<file path="config.mk">
export PLATFORM = sky130hd
export DESIGN_NAME = pe_operand_feeder_flat
export DESIGN_NICKNAME = d
export VERILOG_FILES = /design/src/rtl/pe_operand_feeder_if.sv /design/src/rtl/pe_operand_feeder.sv /design/src/flat_wrapper.sv
export SDC_FILE = /design/constraint.sdc
export NUM_CORES = 1
export LEC_CHECK = 0
export CAP_MARGIN = 20
export CORE_ASPECT_RATIO = 1.4
export CORE_MARGIN = 4
export CORE_UTILIZATION = 38
export CTS_BUF_LIST = sky130_fd_sc_hd__clkbuf_4
export CTS_CLUSTER_SIZE = 8
export DETAILED_ROUTE_END_ITERATION = 16
export GPL_TIMING_DRIVEN = 0
export PLACE_DENSITY = 0.78
export SYNTH_ARGS = -nofsm -noshare
export SYNTH_HDL_FRONTEND = slang
export SYNTH_SLANG_ARGS = --single-unit
</file>
<file path="constraint.sdc">
create_clock -name i_clk -period 1.6 [get_ports i_clk]
set_input_delay 0.4 -clock i_clk [delete_from_list [all_inputs] [get_ports i_clk]]
set_output_delay 0.4 -clock i_clk [all_outputs]
set_load 0.005 [all_outputs]
</file>
<file path="src/rtl/pe_operand_feeder_if.sv">
// pe_operand_feeder_if
//   Bundles the command, operand, PE-side and result signals of the MAC PE
//   operand feeder.
//   Modports:
//     master - job source / PE / result consumer side (drives cmd, op, pe_c, res_ready)
//     slave  - the feeder itself (drives readies, PE operands/clear, result, busy)
//   Signals:
//     cmd_valid/cmd_ready/cmd_len   job command handshake, length in pairs
//     op_valid/op_ready/op_a/op_b   operand pair handshake
//     pe_rst/pe_a/pe_b              clear and operands towards the PE
//     pe_c                          PE accumulator value
//     res_valid/res_ready/res_data  result handshake
//     busy                          feeder is not idle
interface pe_operand_feeder_if #(
  parameter int DW    = 16,
  parameter int AW    = 32,
  parameter int LEN_W = 8
);
  logic             cmd_valid;
  logic             cmd_ready;
  logic [LEN_W-1:0] cmd_len;
  logic             op_valid;
  logic             op_ready;
  logic [DW-1:0]    op_a;
  logic [DW-1:0]    op_b;
  logic             pe_rst;
  logic [DW-1:0]    pe_a;
  logic [DW-1:0]    pe_b;
  logic [AW-1:0]    pe_c;
  logic             res_valid;
  logic             res_ready;
  logic [AW-1:0]    res_data;
  logic             busy;

  modport master (
    output cmd_valid, cmd_len, op_valid, op_a, op_b, pe_c, res_ready,
    input  cmd_ready, op_ready, pe_rst, pe_a, pe_b, res_valid, res_data, busy
  );

  modport slave (
    input  cmd_valid, cmd_len, op_valid, op_a, op_b, pe_c, res_ready,
    output cmd_ready, op_ready, pe_rst, pe_a, pe_b, res_valid, res_data, busy
  );
endinterface

</file>
<file path="src/rtl/pe_operand_feeder.sv">
// pe_operand_feeder
//   Sequencer in front of an accumulating MAC PE (c <= c + a*b each clock,
//   active-high clear). Takes a job of N operand pairs, clears the PE, streams
//   the pairs in (zeros on bubble cycles), then captures the accumulator and
//   offers it on a valid/ready result port.
//   Ports:
//     i_clk    system clock, rising edge
//     i_rst_n  asynchronous active-low reset
//     bus      pe_operand_feeder_if.slave (command, operands, PE, result)
//
//   state   | meaning
//   --------+-------------------------------------------------------------
//   IDLE    | waiting for a job command (cmd_ready=1)
//   CLEAR   | PE clear asserted for one cycle, operands zero
//   STREAM  | accepting operand pairs, forwarding them to the PE
//   SETTLE  | PE absorbs the last pair
//   CAPTURE | PE accumulator is final; latch it into res_data
//   DONE    | result offered until res_ready
module pe_operand_feeder #(
  parameter int DW    = 16,
  parameter int AW    = 32,
  parameter int LEN_W = 8
) (
  input logic               i_clk,
  input logic               i_rst_n,
  pe_operand_feeder_if.slave bus
);

  typedef enum logic [2:0] {
    ST_IDLE    = 3'd0,
    ST_CLEAR   = 3'd1,
    ST_STREAM  = 3'd2,
    ST_SETTLE  = 3'd3,
    ST_CAPTURE = 3'd4,
    ST_DONE    = 3'd5
  } state_t;

  state_t           r_state;
  logic [LEN_W-1:0] r_count;
  logic             r_pe_rst;
  logic [DW-1:0]    r_pe_a;
  logic [DW-1:0]    r_pe_b;
  logic             r_res_valid;
  logic [AW-1:0]    r_res_data;

  state_t           w_state_nxt;
  logic [LEN_W-1:0] w_count_nxt;
  logic             w_pe_rst_nxt;
  logic [DW-1:0]    w_pe_a_nxt;
  logic [DW-1:0]    w_pe_b_nxt;
  logic             w_res_valid_nxt;
  logic [AW-1:0]    w_res_data_nxt;

  always_ff @(posedge i_clk or negedge i_rst_n) begin
    if (!i_rst_n) begin
      r_state     <= ST_IDLE;
      r_count     <= '0;
      // PE is held cleared from reset until the first job's CLEAR finishes.
      r_pe_rst    <= 1'b1;
      r_pe_a      <= '0;
      r_pe_b      <= '0;
      r_res_valid <= 1'b0;
      r_res_data  <= '0;
    end else begin
      r_state     <= w_state_nxt;
      r_count     <= w_count_nxt;
      r_pe_rst    <= w_pe_rst_nxt;
      r_pe_a      <= w_pe_a_nxt;
      r_pe_b      <= w_pe_b_nxt;
      r_res_valid <= w_res_valid_nxt;
      r_res_data  <= w_res_data_nxt;
    end
  end

  always_comb begin
    w_state_nxt     = r_state;
    w_count_nxt     = r_count;
    w_pe_rst_nxt    = r_pe_rst;
    // Operands default to zero so every non-handshake cycle adds nothing.
    w_pe_a_nxt      = '0;
    w_pe_b_nxt      = '0;
    w_res_valid_nxt = r_res_valid;
    w_res_data_nxt  = r_res_data;

    case (r_state)
      ST_IDLE: begin
        if (bus.cmd_valid) begin
          w_count_nxt = bus.cmd_len;
          if (bus.cmd_len != '0) begin
            w_pe_rst_nxt = 1'b1;
            w_state_nxt  = ST_CLEAR;
          end else begin
            // Empty job: report zero without touching the PE.
            w_res_data_nxt  = '0;
            w_res_valid_nxt = 1'b1;
            w_state_nxt     = ST_DONE;
          end
        end
      end
      ST_CLEAR: begin
        w_pe_rst_nxt = 1'b0;
        w_state_nxt  = ST_STREAM;
      end
      ST_STREAM: begin
        if (bus.op_valid) begin
          w_pe_a_nxt  = bus.op_a;
          w_pe_b_nxt  = bus.op_b;
          w_count_nxt = r_count - 1'b1;
          if (r_count == LEN_W'(1)) begin
            w_state_nxt = ST_SETTLE;
          end
        end
      end
      ST_SETTLE: begin
        w_state_nxt = ST_CAPTURE;
      end
      ST_CAPTURE: begin
        w_res_data_nxt  = bus.pe_c;
        w_res_valid_nxt = 1'b1;
        w_state_nxt     = ST_DONE;
      end
      ST_DONE: begin
        if (bus.res_ready) begin
          w_res_valid_nxt = 1'b0;
          w_state_nxt     = ST_IDLE;
        end
      end
      default: begin
        w_state_nxt = ST_IDLE;
      end
    endcase
  end

  assign bus.cmd_ready = (r_state == ST_IDLE);
  assign bus.op_ready  = (r_state == ST_STREAM);
  assign bus.busy      = (r_state != ST_IDLE);
  assign bus.pe_rst    = r_pe_rst;
  assign bus.pe_a      = r_pe_a;
  assign bus.pe_b      = r_pe_b;
  assign bus.res_valid = r_res_valid;
  assign bus.res_data  = r_res_data;

endmodule
</file>
<file path="src/flat_wrapper.sv">
// flat-port wrapper written by rule: the top's interface ports become plain ports
module pe_operand_feeder_flat 
#(
  parameter int DW    = 16,
  parameter int AW    = 32,
  parameter int LEN_W = 8
)
  (i_clk, i_rst_n, bus_cmd_valid, bus_cmd_len, bus_op_valid, bus_op_a, bus_op_b, bus_pe_c, bus_res_ready, bus_cmd_ready, bus_op_ready, bus_pe_rst, bus_pe_a, bus_pe_b, bus_res_valid, bus_res_data, bus_busy);
  pe_operand_feeder_if #(.DW(DW), .AW(AW), .LEN_W(LEN_W)) bus_i ();
  input logic i_clk;
  input logic i_rst_n;
  input wire logic [$bits(bus_i.cmd_valid)-1:0] bus_cmd_valid;
  input wire logic [$bits(bus_i.cmd_len)-1:0] bus_cmd_len;
  input wire logic [$bits(bus_i.op_valid)-1:0] bus_op_valid;
  input wire logic [$bits(bus_i.op_a)-1:0] bus_op_a;
  input wire logic [$bits(bus_i.op_b)-1:0] bus_op_b;
  input wire logic [$bits(bus_i.pe_c)-1:0] bus_pe_c;
  input wire logic [$bits(bus_i.res_ready)-1:0] bus_res_ready;
  output wire logic [$bits(bus_i.cmd_ready)-1:0] bus_cmd_ready;
  output wire logic [$bits(bus_i.op_ready)-1:0] bus_op_ready;
  output wire logic [$bits(bus_i.pe_rst)-1:0] bus_pe_rst;
  output wire logic [$bits(bus_i.pe_a)-1:0] bus_pe_a;
  output wire logic [$bits(bus_i.pe_b)-1:0] bus_pe_b;
  output wire logic [$bits(bus_i.res_valid)-1:0] bus_res_valid;
  output wire logic [$bits(bus_i.res_data)-1:0] bus_res_data;
  output wire logic [$bits(bus_i.busy)-1:0] bus_busy;
  assign bus_i.cmd_valid = bus_cmd_valid;
  assign bus_i.cmd_len = bus_cmd_len;
  assign bus_i.op_valid = bus_op_valid;
  assign bus_i.op_a = bus_op_a;
  assign bus_i.op_b = bus_op_b;
  assign bus_i.pe_c = bus_pe_c;
  assign bus_i.res_ready = bus_res_ready;
  assign bus_cmd_ready = bus_i.cmd_ready;
  assign bus_op_ready = bus_i.op_ready;
  assign bus_pe_rst = bus_i.pe_rst;
  assign bus_pe_a = bus_i.pe_a;
  assign bus_pe_b = bus_i.pe_b;
  assign bus_res_valid = bus_i.res_valid;
  assign bus_res_data = bus_i.res_data;
  assign bus_busy = bus_i.busy;
  pe_operand_feeder #(.DW(DW), .AW(AW), .LEN_W(LEN_W)) u_core (.i_clk(i_clk), .i_rst_n(i_rst_n), .bus(bus_i));
endmodule
</file>
# After elaboration in Yosys (flattened, before gate mapping)
# Cells that the tools add are included.
# Widths: inputs -> output; s select.
op_classes:
  n_mux: 23
  reduce_logical: 12
  n_eq_ne: 12
  n_addsub: 1
op_table:
  columns: ["operator", "n"]
  rows:
  - ["$mux 16", 4]
  - ["$mux 32", 2]
  - ["$pmux 32 s2", 1]
  - ["$pmux 3 s6", 1]
  - ["$mux 8", 2]
  - ["$pmux 8 s2", 1]
  - ["$mux 3", 5]
  - ["$reduce_and 3->1", 3]
  - ["$eq 8x1->1 const B", 1]
  - ["$ne 2x2->1 const B", 4]
  - ["$reduce_and 4->1", 2]
  - ["$reduce_bool 8->1", 1]
  - ["$sub 8x1->8 const B", 1]
  - ["$eq 3x2->1 const B", 2]
  - ["$eq 3x3->1 const B", 2]
  - ["$reduce_bool 2->1", 3]
  - ["$reduce_bool 3->1", 2]
  - ["$mux 1", 5]
  - ["$ne 2x1->1 const B", 2]
  - ["$eq 3x1->1 const B", 1]
  - ["$logic_not 3->1", 1]
  - ["$pmux 1 s3", 1]
  - ["$pmux 1 s2", 1]
totals:
  ff_bits: 77
  out_inout_bits: 69
  inputBits: 77

# Logic depth before layout (Yosys ltp)
# Gate-level depths: netlist (run 1).
depth:
  ltp_word: 4
  mapped_depth: 8
  ltp_nobuf: 6

# Least setup slack after synthesis (run 1)
# No wires, ideal clock.
synth_timing:
  path_kind: "input -> register"
  startpoint: "input bus_cmd_len[2]"
  endpoint: "register u_core.r_res_data[0] (netlist: u_core.bus.res_data[0])"
  slack_ns: -0.042
  cell_stages: 5
  arrival_time_ns: 1.521
  t_required_ns: 1.479
  cell_sequence: "or4_4 nor3_2 o21ai_2 buf_6 a22o_1"
synth_via:
  elab_chain_len: 3
synth_rtl:
  columns: ["element", "line_no", "rtl"]
  rows:
  - ["from (decl)", "flat_wrapper.sv:13", "input wire logic [$bits(bus_i.cmd_len)-1:0] bus_cmd_len;"]
  - ["$reduce_bool 8->1", "pe_operand_feeder.sv:89", "if (bus.cmd_len != '0) begin"]
  - ["$ne 2x2->1 (no line)", null, null]
  - ["$reduce_and 3->1 (no line)", null, null]
  - ["to (signal assigned)", "pe_operand_feeder.sv:71", "r_res_data <= w_res_data_nxt;"]
  - ["to (decl)", "pe_operand_feeder.sv:44", "logic [AW-1:0] r_res_data;"]
# No other way between the ends.
# A chain may end at the register's enable or synchronous reset.

# Worst setup path after layout (run 1)
layout_timing:
  startpoint: "register u_core.r_state[1]"
  endpoint: "output bus_op_ready"
layout_via:
  elab_chain_len: 1
layout_rtl:
  columns: ["element", "line_no", "rtl"]
  rows:
  - ["from (decl)", "pe_operand_feeder.sv:38", "state_t r_state;"]
  - ["from (signal assigned)", "pe_operand_feeder.sv:65", "r_state <= w_state_nxt;"]
  - ["$eq 3x2->1", "pe_operand_feeder.sv:135", "assign bus.op_ready = (r_state == ST_STREAM);"]
  - ["to (decl)", "flat_wrapper.sv:20", "output wire logic [$bits(bus_i.op_ready)-1:0] bus_op_ready;"]
# No other way between the ends.

==> flow_metrics.tcl, run 1 <==
set metrics [dict create \
    max_freq_mhz 509 \
    antenna_left 0 \
    syn_area_mm2 0.00307 \
    path_max_fanout 7 \
    required_ps 1200 \
    grt_pass1_vias 2909 \
    drt_wl_total_um 9310 \
    switching_share_pct 33.9 \
    critPathArrivalTime_ps 1560 \
    drc_errors 0 \
    final-hold-violation-count 0 \
    cts_root_buf "clkbuf_4" \
    finalCritPeriodShare_pct 123 \
    drtPass1Iterations 4 \
    status "finished with violations" \
    initial_core_util_pct 39.4 \
    final_common_cell "dfrtp_1" \
    grt_max_degree 70 \
    startpoint_type "flop" \
    synth_area_per_cell_um2 12.9 \
    via_per_inst 5.08 \
    antenna_found_initial 0 \
    path_class "flop to primary output" \
    vias 2773 \
    worst_pin_slew_ps 510 \
    grt.total_usage_pct 19.7 \
    cts_tree "yes" \
    synth_top_area_cell "dfrtp_1" \
    fp.dieH_um 114 \
    fin_nets 522 \
    power_frac_seq_pct 34.0 \
    synth_fp_nets 318 \
    htreeDepth 3 \
    cts-buffers-inserted 9 \
    ys_warn_count 0 \
    drtIter0Drc 86 \
    cap_violations 0 \
    die_w_um 84.0 \
    min_path_type "input port to flop" \
    p_leak_nw 2.76 \
    synth_edf_count 0 \
    setup_violations 16 \
    synthCells 239 \
    slew_violations 0 \
    gp_congestion 0.772 \
    violations "setup timing" \
    syn_to_final_growth_pct 72.0 \
    cts.path.max_buffers 2 \
    fin_tns_setup_ps -2220 \
    globalRoute.totalOverflow 0 \
    clk_latency_ps 420 \
    synthFlopType "dfrtp_1" \
    synthArstFlopShare_pct 100 \
    end_kind "primary output" \
    dieArea_mm2 0.00961 \
    io-pin-count 146 \
    core_mm2 0.00780 \
    ys_seq_area_share_pct 62.7 \
    grt_pass1_wl_um 14800 \
    fin_skew_ps 12.3 \
    switching_power_mw 2.91 \
    clkPwrFrac_pct 12.9 \
    layout_common_cells "75 x dfrtp_1, 67 x dlygate4sd2_1, 65 x clkdlybuf4s50_1, 36 x buf_4" \
    post-route-util_pct 67.8 \
    netlist_top_cells_area "dfrtp_1 62%, a22o_1 8.3%, and3_1 6.5%" \
    clkSlewWorstSetupHoldPaths_ps 120 \
    relSlewSlack_pct 66.0 \
    combPwrFrac_pct 53.1 \
    cell_internal_pwr_mw 5.67 \
    hpwl_um 6140 \
    n_antenna_cell 0 \
    drive_gt1_share_pct 26.9 \
    powerDensity_mw_per_mm2 1620 \
    total_power_mw 8.58 \
    fin_crit_ps 1960 \
    netlist.area_leader.share_pct 61.9 \
    setup_slack_ps -364 \
    ys_ff_latch 77 \
    portBuffers 144 \
    wl_per_cell_um 17.1 \
    rows 38 \
    rsz0062_at_grt "true" \
    yosys.cell_types.count 46 \
    fillers 593 \
    ir_drop_mv 0.872 \
    clock_sinks 77 \
]
through the flow:
step | cells | hold slack [ps] | worst slack, ps | cell area (um^2)
detailed placement | 484 | 245 | -624 | 4670
finish | 546 | 239 | -364 | 5290
global placement | 483 | 481 | -2470 | 4640
CTS | 540 | 318 | -506 | 5170
floorplan | 239 | 104 | -42.0 | 3080
global route | 546 | 225 | -445 | 5290
worst max-delay path: stages (launching register included):
cell	delay, ps
dfrtp_1	360
buf_6	130
or3b_4	430
clkinv_8	60
buf_8	90
buf_6	80
worst paths after layout:
| path | start | endpoint | slack [ps] | cells past startpoint |
|---|---|---|---|---|
| worst max-delay path | u_core.r_state[1]$_DFFE_PN0P_ | bus_op_ready | -360 | 5 |
| worst min-delay path | bus_cmd_len[0] | u_core.r_count[0]$_DFFE_PN0P_ | 240 | 3 |
| worst max register to register | u_core.r_state[1]$_DFFE_PN0P_ | u_core.r_count[7]$_DFFE_PN0P_ | -210 | 9 |
| worst min register to register | u_core.bus.res_valid$_DFFE_PN0P_ | u_core.bus.res_valid$_DFFE_PN0P_ | 510 | 2 |
| max in group asynchronous | i_rst_n | u_core.bus.pe_rst$_DFFE_PN1P_ | 670 | 3 |
| min in group asynchronous | i_rst_n | u_core.bus.res_data[10]$_DFFE_PN0P_ | 350 | 2 |
kinds of logic after synthesis:
group | count (synthesis) | synth area share (%)
buffers and inverters | 27 | 6.06
AOI/OAI and AO/OA | 66 | 16.8
adders and majority gates | 2 | 0.814
and+or+nand+nor | 66 | 13.4
DFF | 77 | 62.7
xor gates and xnor gates | 1 | 0.285
cell usage after synthesis (all sizes together), types with 2 or more instances:
cell type	instances
a31oi	2
or4	3
a22oi	2
nor2	8
nand3	2
o21a	2
clkbuf	7
a21oi	9
inv	6
nor4	2
dfrtp	76
nor3	4
nand2	6
o21ai	9
nand2b	3
and3	32
buf	13
o32ai	2
a22o	33
ha	2
repair_timing:
item	CTS	global route
endpoints found under the hold margin	8	0
resized for setup	131	37
setup buffers	35	13
cloned	7	0
hold buffers	1	0
setup endpoints to repair	111	70
pin swaps	13	8
power by group through the flow:
stage          combinational, mW  clock [mW]  sequential [mW]
2_1_floorplan               1.70           0             2.99
3_3_place_gp                3.40           0             2.94
3_5_place_dp                3.47           0             2.97
4_1_cts                     4.19        1.14             2.88
5_1_grt                     4.92        1.22             2.99
6_report                    4.56        1.10             2.92
final cells by class:
class	count	area, um^2	share of cell area, %
flip-flops and latches	77	1930	36.5
repair buffers	196	1810	34.2
multi-input cells	137	1120	21.1
plain buffers	15	151	2.86
well taps	100	125	2.37
clock buffers	9	67.6	1.28
clock inverters	5	53.8	1.02
inverters	7	38.8	0.733
sequential cells by signal (all words and copies together), names as in the netlist:
register,count
u_core.bus.res_data,32
u_core.bus.pe_a,16
u_core.r_count,8
u_core.r_state,3
u_core.bus.pe_b,16
u_core.bus.pe_rst,1
u_core.bus.res_valid,1
routing by layer:
metal | share of wire (%) | vias up | wire, um | track usage, %
met5 | 0 | - | 0 | 0
met4 | 1.9 | 0 | 180 | 8.26
met3 | 7.8 | 13 | 731 | 6.05
met2 | 52 | 119 | 4830 | 34.1
met1 | 38 | 1357 | 3570 | 22.5
li1 | - | 1284 | - | -
Power figures use the tool's default switching activity.
==> inputs of run 2 (changes only) <==
- CTS_CLUSTER_DIAMETER: default -> 60
- SLEW_MARGIN: default -> 40
==> run 2 against run 1 <==
Effect of this change: the flow still finishes with violations (setup timing); flip-flop and latch count is the same; worst setup slack lost 42 ps; sequential power is essentially flat; non-clock buffer count grew 4; via count grew 2.1%; fmax shrank 2.1%; clock power grew 36%; critical endpoint unchanged; largest cell class unchanged; highest routed layer unchanged.
==> flow_metrics.tcl, run 2 (synthesis results as in run 1) <==
set metrics [dict create \
    htreeDepth 3 \
    antenna_left 0 \
    antenna_found_initial 0 \
    cp_common_cell "buf_6" \
    fp.dieH_um 114 \
    drt_wl_total_um 9750 \
    rows 38 \
    path_cells "buf_6 -> or3b_1 -> buf_6 -> clkinv_8 -> buf_8 -> buf_6" \
    layout_common_cells "75 x dfrtp_1, 68 x dlygate4sd2_1, 65 x clkdlybuf4s50_1, 41 x buf_4, 32 x and3_1" \
    total_power_mw 8.82 \
    crit_family "buffers and inverters" \
    cts.path.max_buffers 2 \
    worst_pin_slew_ps 526 \
    largest_reg_flops 32 \
    min_path_type "input port to flop" \
    drive_gt1_share_pct 25.2 \
    placed_area_mm2 0.00467 \
    grt_pass1_vias 3014 \
    cts_tree "yes" \
    die_w_um 84.0 \
    startpoint_type "flop" \
    dieArea_mm2 0.00961 \
    ir_drop_mv 0.896 \
    final_common_cell "dfrtp_1" \
    wl_per_cell_um 17.7 \
    required_ps 1200 \
    critPathArrivalTime_ps 1610 \
    syn_to_final_growth_pct 73.1 \
    drtPass1Iterations 4 \
    max_freq_mhz 498 \
    gp_congestion 0.772 \
    fin_skew_ps 8.54 \
    rsz0062_at_grt "true" \
    via_per_inst 5.13 \
    worst-path-buf-inv 5 \
    slowest_stage "dfrtp_1" \
    portBuffers 144 \
    n_antenna_cell 0 \
    clkSlewWorstSetupHoldPaths_ps 120 \
    finalCritPeriodShare_pct 125 \
    path_class "flop to primary output" \
    powerDensity_mw_per_mm2 1660 \
    setup_violations 16 \
    globalRoute.totalOverflow 0 \
    max_stage_delay_ps 360 \
    slew_violations 0 \
    core_mm2 0.00780 \
    path_max_fanout 6 \
    post-route-cell-area_mm2 0.00532 \
    drc_errors 0 \
    cap_violations 0 \
    grt.total_usage_pct 20.7 \
    hpwl_um 6210 \
    io-pin-count 146 \
    clk_latency_ps 420 \
    cts_root_buf "clkbuf_4" \
    end_kind "primary output" \
    violations "setup timing" \
    final-hold-violation-count 0 \
    vias 2831 \
    grt_max_degree 49 \
    status "finished with violations" \
    p_leak_nw 2.80 \
    clock_sinks 77 \
    relSlewSlack_pct 64.9 \
    cts-buffers-inserted 9 \
    grt_pass1_wl_um 15400 \
    fin_crit_ps 2010 \
    setup_slack_ps -406 \
    initial_core_util_pct 39.4 \
    drtIter0Drc 97 \
    fin_nets 526 \
]
## run 2: cell count changes in the layout (fill, tap and decap cells not counted), moves of 3 or more
cell	previous run	this run
and3_1	29	32
buf_4	36	41
o21ai_1	2	5
o21ai_2	4	0
and3_4	3	0
clkinv_2	3	0
buf_6	20	17
## run 2: metal layers
layer | share of wire (%) | up-vias | wire length (um) | track usage, %
met2 | 54 | 144 | 5260 | 37.5
met1 | 36 | 1375 | 3500 | 22.3
met3 | 8.2 | 17 | 802 | 5.98
met4 | 2.0 | 0 | 195 | 9.23
met5 | 0 | - | 0 | 0
li1 | - | 1295 | - | -
## run 2: report_power, final
part	total [mW]	internal [mW]	switching (mW)
sequential	2.91	2.59	0.322
combinational	4.41	2.51	1.90
clock	1.50	0.809	0.688
## run 2: stage by stage
stage	util [%]	setup slack (ps)	hold WS (ps)	TNS [ps]	cells
floorplan	-	-42.0	104	-1220	239
global placement	59.5	-2470	481	-210150	483
detailed placement	59.9	-627	299	-21790	484
CTS	67.8	-513	348	-5010	546
global route	68.2	-476	286	-3270	552
finish	68.2	-406	272	-2000	552
## run 2: worst reg2reg max path: cells and delay by family, from the launching register on
family / cells / cell delay [ps]
compound gates: 3 / 320
buf+inv: 5 / 590
flops: 1 / 360
simple gates: 1 / 360
## run 2: worst paths after layout
path / end / slack, ps / start / cells after the start
worst max-delay path: bus_op_ready / -410 / u_core.r_state[1]$_DFFE_PN0P_ / 6
worst min-delay path: u_core.r_count[1]$_DFFE_PN0P_ / 270 / bus_cmd_len[1] / 3
worst max register to register: u_core.r_count[7]$_DFFE_PN0P_ / -150 / u_core.r_state[1]$_DFFE_PN0P_ / 9
worst min register to register: u_core.bus.res_data[6]$_DFFE_PN0P_ / 510 / u_core.bus.res_data[6]$_DFFE_PN0P_ / 1
max in group asynchronous: u_core.bus.pe_rst$_DFFE_PN1P_ / 620 / i_rst_n / 3
min in group asynchronous: u_core.r_state[0]$_DFFE_PN0P_ / 410 / i_rst_n / 2
## run 2: final cells by class
cell class                      count  area [um^2]
Timing Repair Buffer              197         1780
Clock buffer                       10         75.1
Tap cell                          100          125
Buffer                             18          193
Fill cell                         599         2480
Inverter                            7         38.8
Sequential cell                    77         1930
Multi-Input combinational cell    137         1070
Clock inverter                      6          110
## run 2: what timing repair did
item / in CTS / in global routing
endpoints found under the hold margin: 29 / 0
gates cloned: 9 / 0
buffers inserted: 36 / 10
pin swaps: 17 / 14
resized for setup: 132 / 14
hold buffers: 1 / 0
setup endpoints to repair: 110 / 70
